**src/rtl/sram_access_sequencer.sv**
```systemverilog
// Sequences SRAM read/write cycles for the fetch and data ports of the CPU.
// The data port wins arbitration; every output except the stalls is registered.
module sram_access_sequencer #(
  parameter int unsigned RD_CYCLES = 2,
  parameter int unsigned WE_CYCLES = 1,
  parameter logic [1:0]  BANK      = 2'b00
) (
  input  logic        clk,
  input  logic        rst,
  input  logic        if_req,
  input  logic [15:0] if_addr,
  output logic [15:0] if_rdata,
  output logic        if_ready,
  input  logic        mem_req,
  input  logic        mem_we,
  input  logic [15:0] mem_addr,
  input  logic [15:0] mem_wdata,
  output logic [15:0] mem_rdata,
  output logic        mem_ready,
  output logic        if_stall,
  output logic        mem_stall,
  output logic        ram_en,
  output logic        ram_re,
  output logic        ram_we,
  output logic [17:0] ram_addr,
  output logic [15:0] ram_wdata,
  input  logic [15:0] ram_rdata
);

  typedef enum logic [2:0] {
    IDLE, RD_WAIT, WR_SETUP, WR_STROBE, WR_HOLD, DONE
  } state_t;

  localparam logic [3:0] RD_LOAD = 4'(RD_CYCLES - 1);
  localparam logic [3:0] WE_LOAD = 4'(WE_CYCLES - 1);

  state_t     state, state_next;
  logic [3:0] cnt, cnt_next;
  logic       port_mem;
  logic       accept_mem, accept_if, rd_last;
  logic       en_d, re_d, we_d, if_ready_d, mem_ready_d;

  assign accept_mem = (state == IDLE) && mem_req;
  assign accept_if  = (state == IDLE) && !mem_req && if_req;
  assign rd_last    = (state == RD_WAIT) && (cnt == 4'd0);

  assign if_stall  = if_req & ~if_ready;
  assign mem_stall = mem_req & ~mem_ready;

  // NOTE: state_next and cnt_next get defaults before the case so no path leaves them unassigned (no latch).
  always_comb begin
    state_next = state;
    cnt_next   = cnt;
    case (state)
      IDLE: begin
        if (accept_mem) begin
          state_next = mem_we ? WR_SETUP : RD_WAIT;
          cnt_next   = mem_we ? 4'd0 : RD_LOAD;
        end else if (accept_if) begin
          state_next = RD_WAIT;
          cnt_next   = RD_LOAD;
        end
      end
      RD_WAIT: begin
        if (cnt == 4'd0) state_next = DONE;
        else             cnt_next   = cnt - 4'd1;
      end
      WR_SETUP: begin
        state_next = WR_STROBE;
        cnt_next   = WE_LOAD;
      end
      WR_STROBE: begin
        if (cnt == 4'd0) state_next = WR_HOLD;
        else             cnt_next   = cnt - 4'd1;
      end
      WR_HOLD: state_next = DONE;
      DONE:    state_next = IDLE;
      default: state_next = IDLE;
    endcase
  end

  // Strobes and ready are decoded from the upcoming state and then registered,
  // so they change only on the clock edge together with the state itself.
  always_comb begin
    en_d        = 1'b0;
    re_d        = 1'b0;
    we_d        = 1'b0;
    if_ready_d  = 1'b0;
    mem_ready_d = 1'b0;
    case (state_next)
      RD_WAIT: begin
        en_d = 1'b1;
        re_d = 1'b1;
      end
      WR_SETUP, WR_HOLD: en_d = 1'b1;
      WR_STROBE: begin
        en_d = 1'b1;
        we_d = 1'b1;
      end
      DONE: begin
        if_ready_d  = !port_mem;
        mem_ready_d = port_mem;
      end
      default: ;
    endcase
  end

  // NOTE: every register here uses non-blocking assignments so all of them update from the same pre-edge values.
  always_ff @(posedge clk) begin
    if (rst) begin
      state     <= IDLE;
      cnt       <= 4'd0;
      port_mem  <= 1'b0;
      ram_en    <= 1'b0;
      ram_re    <= 1'b0;
      ram_we    <= 1'b0;
      if_ready  <= 1'b0;
      mem_ready <= 1'b0;
      ram_addr  <= 18'd0;
      ram_wdata <= 16'd0;
      if_rdata  <= 16'd0;
      mem_rdata <= 16'd0;
    end else begin
      state     <= state_next;
      cnt       <= cnt_next;
      ram_en    <= en_d;
      ram_re    <= re_d;
      ram_we    <= we_d;
      if_ready  <= if_ready_d;
      mem_ready <= mem_ready_d;
      if (accept_mem || accept_if) begin
        port_mem <= accept_mem;
        ram_addr <= {BANK, accept_mem ? mem_addr : if_addr};
        if (accept_mem && mem_we) ram_wdata <= mem_wdata;
      end
      if (rd_last) begin
        if (port_mem) mem_rdata <= ram_rdata;
        else          if_rdata  <= ram_rdata;
      end
    end
  end

endmodule
```
**config.mk**
```make
export PLATFORM = sky130hd
export DESIGN_NAME = sram_access_sequencer
export DESIGN_NICKNAME = d
export VERILOG_FILES = /design/src/rtl/sram_access_sequencer.sv
export SDC_FILE = /design/constraint.sdc
export NUM_CORES = 1
export LEC_CHECK = 0
export CAP_MARGIN = 20
export CORE_ASPECT_RATIO = 1.2
export CORE_MARGIN = 2
export CORE_UTILIZATION = 30
export CTS_CLUSTER_DIAMETER = 120
export DETAILED_ROUTE_END_ITERATION = 10
export DONT_BUFFER_PORTS = 1
export PLACE_DENSITY = 0.49
export SETUP_SLACK_MARGIN = 0.05
export SLEW_MARGIN = 10
export SYNTH_ARGS = -nofsm -noshare
export SYNTH_HDL_FRONTEND = slang
export SYNTH_SLANG_ARGS = --single-unit
```
**constraint.sdc**
```tcl
create_clock -name clk -period 4.8 [get_ports clk]
set_clock_uncertainty 0.1 [all_clocks]
set_input_delay 0.48 -clock clk [delete_from_list [all_inputs] [get_ports clk]]
set_output_delay 0.48 -clock clk [all_outputs]
set_load 0.01 [all_outputs]
```
==> impl_metrics.env <==
export IMPL_clockBufferDepth=2
export IMPL_reg2reg_slack_ps=2460
export IMPL_grt_overflow=0
export IMPL_crit_chain="inv_1 > ha_1 > and4bb_1 > and3b_1 > mux2i_1 > nor2_1"
export IMPL_postCtsSetupBuffers=0
export IMPL_drtIter0Drc=65
export IMPL_fmax_mhz=428
export IMPL_final_cells=440
export IMPL_status="completed"
export IMPL_place_area_mm2=0.00313
export IMPL_final_common_cell="dfxtp_1"
export IMPL_portBuffers=0
export IMPL_fin_nets=382
export IMPL_routed_wl_um=6870
export IMPL_grt_pass1_wl_um=10700
export IMPL_areaGrowthSynthToFinish_pct=9.35
export IMPL_dpl_hpwl_um=4840
export IMPL_grt_start_max_net_pins=73
export IMPL_startpoint_type="flip-flop"
export IMPL_crit_arrival_ps=2450
export IMPL_synth_ff_type="dfxtp_1"
export IMPL_finalHoldViolCount=0
export IMPL_ir_drop_uv=213
export IMPL_cp_startpoint="cnt[0]$_SDFFE_PP0P_"
export IMPL_wl_per_cell_um=15.6
export IMPL_critPathCaptureType="flip-flop"
export IMPL_max_stage_delay_ps=830
export IMPL_worstHoldPathCells=1
export IMPL_setup_tns_ps=0
export IMPL_htree_levels=3
export IMPL_fp_dieH_um=116
export IMPL_crit_type="reg2reg"
export IMPL_netlist_area_mm2=0.00312
export IMPL_power_total_mw=2.25
export IMPL_cts_sinks=77
export IMPL_yosysWarningCount=0
export IMPL_crit_cells=6
export IMPL_place_congestion=0.753
export IMPL_slowest_stage="and3b_1"
export IMPL_core_mm2=0.0101
export IMPL_setup_violations=0
export IMPL_drc=0
export IMPL_die_area_mm2=0.0112
export IMPL_grt_usage=0.121
export IMPL_cap_violations=0
export IMPL_grt_antenna_before_repair=0
export IMPL_worstPathMaxFanout=16
export IMPL_p_leak_nw=1.34
export IMPL_synth_distinct_cells=40
export IMPL_dr_total_vias=2150
export IMPL_n_antenna_cell=0
export IMPL_rsz0062_at_grt="no"
export IMPL_ctsRootBufferMaster="clkbuf_16"
export IMPL_drtAntennaViolNets=0
export IMPL_final_layout_size_suffix_gt1_frac=0.0860
export IMPL_final_core_util=0.339
export IMPL_avgSynthCellArea_um2=9.65
export IMPL_io_pins=142
export IMPL_fin_crit_ps=2340
export IMPL_hp_class="in2reg"
export IMPL_cts_resized=0
export IMPL_finalCritPeriodShare=0.487
export IMPL_ff2ff_path_depth=6
export IMPL_reg2reg_from="cnt[0]$_SDFFE_PP0P_"
export IMPL_syn_inst=323
export IMPL_hold_buffers=0
export IMPL_endpoint="if_rdata[11]$_SDFFE_PP0P_"
export IMPL_routed_via_density=4.89
export IMPL_rr_endpoint="if_rdata[11]$_SDFFE_PP0P_"
export IMPL_cts_buffers=9
export IMPL_worst_path_buf_inv=1
export IMPL_fp_dieW_um=97.0
export IMPL_final_cell_mix="77 x dfxtp_1, 60 x nor2_1, 49 x mux2i_1"
export IMPL_fin_area_mm2=0.00341
export IMPL_slew_violations=0
export IMPL_powerDensity_mw_per_mm2=661
export IMPL_synth_edf_count=0
export IMPL_max_slew_margin_rel=0.380
export IMPL_first_pass_iters=4
export IMPL_ys_async_sr_fraction=0
export IMPL_initial_core_util=0.310
export IMPL_dp_cells=426
export IMPL_crit_required_ps=4920
export IMPL_seq_area_frac_synth=0.495
export IMPL_critPathTopFamily="simple AND/OR/NAND/NOR gates"
export IMPL_cts_tree="done"
export IMPL_clk_pin_slew_ps=60
export IMPL_yosys_register_bits=77
export IMPL_clkLatencyLatePin_ps=320
export IMPL_worstMarginPinSlew_ps=930
export IMPL_grt_pass1_vias=2157
export IMPL_nFillCells=1043
export IMPL_num_rows=40
-- cell usage after synthesis, types with 2 or more instances --
cell type	count	area (um^2)
a211oi_1	7	52.6
and2_1	2	12.5
nor2b_1	5	31.3
nor4_1	2	12.5
nor3_1	3	15.0
clkbuf_1	8	30.0
a211oi_2	10	125
ha_1	2	25.0
buf_6	2	22.5
o21ai_0	2	10.0
inv_1	4	15.0
buf_2	6	30.0
or3_1	3	18.8
a21oi_1	18	90.1
dfxtp_1	77	1540
xnor2_1	2	17.5
buf_4	7	52.6
nand2_1	34	128
mux2i_1	49	490
nor2_1	60	225
-- per-layer routing --
metal | global-route usage | routed length (um)
met2 | 0.193 | 3050
met3 | 0.0458 | 746
met5 | 0 | 0
met4 | 0.0676 | 127
met1 | 0.141 | 2950
-- power by group --
part	internal, mW	leakage, nW	switching, mW
clock network	0.410	0.139	0.243
logic	0.277	0.573	0.346
registers	0.793	0.629	0.185
-- how the worst min path moves through the flow --
stage	startpoint	endpoint	slack [ps]
CTS	rst	mem_rdata[13]$_SDFFE_PP0P_	100
detailed placement	ram_wdata[1]$_SDFFE_PP0P_	ram_wdata[1]$_SDFFE_PP0P_	390
finish	rst	mem_rdata[12]$_SDFFE_PP0P_	120
floorplan	port_mem$_SDFFE_PP0P_	if_ready$_SDFF_PP0_	370
global route	rst	if_rdata[12]$_SDFFE_PP0P_	110
global placement	ram_wdata[15]$_SDFFE_PP0P_	ram_wdata[15]$_SDFFE_PP0P_	390
-- sequential cells by signal, indices dropped and copies added (netlist names) --
register	flops
mem_rdata	16
ram_we	1
cnt	4
if_rdata	16
port_mem	1
mem_ready	1
ram_re	1
if_ready	1
state	3
ram_addr	16
ram_wdata	16
ram_en	1
-- worst reg2reg max path, delay by kind of cell (launching register included) --
| kind | cells | cell delay (ps) |
|---|---|---|
| buf+inv | 1 | 100 |
| fa+ha+maj | 1 | 170 |
| flops | 1 | 320 |
| simple gates | 3 | 1270 |
| mux | 1 | 280 |
-- per-stage QoR --
stage	setup slack, ps	hold WS [ps]
after floorplan	3030	374
after global placement	2540	389
after detailed placement	2460	391
after CTS	2440	105
after global routing	2300	112
final	2460	122
-- cell type report --
type | count | area, um^2 | area share
inverter | 4 | 15.0 | 0.00441
multi-input combinational | 218 | 1410 | 0.412
sequential | 77 | 1540 | 0.452
clock buffer | 12 | 246 | 0.0723
tap | 126 | 158 | 0.0463
clock inverter | 2 | 35.0 | 0.0103
timing repair buffer | 1 | 7.51 | 0.00220
-- cell families after synthesis --
family / count (synthesis) / share of synthesized area
multiplexers: 49 / 0.157
AO/OA/AOI/OAI: 44 / 0.107
AND/OR/NAND/NOR: 119 / 0.170
other: 1 / 0.00120
XOR/XNOR: 2 / 0.00562
buffers and inverters: 29 / 0.0558
adder cells (fa/ha/maj): 2 / 0.00803
flip-flops: 77 / 0.495
(Power assumes the default switching activity.)
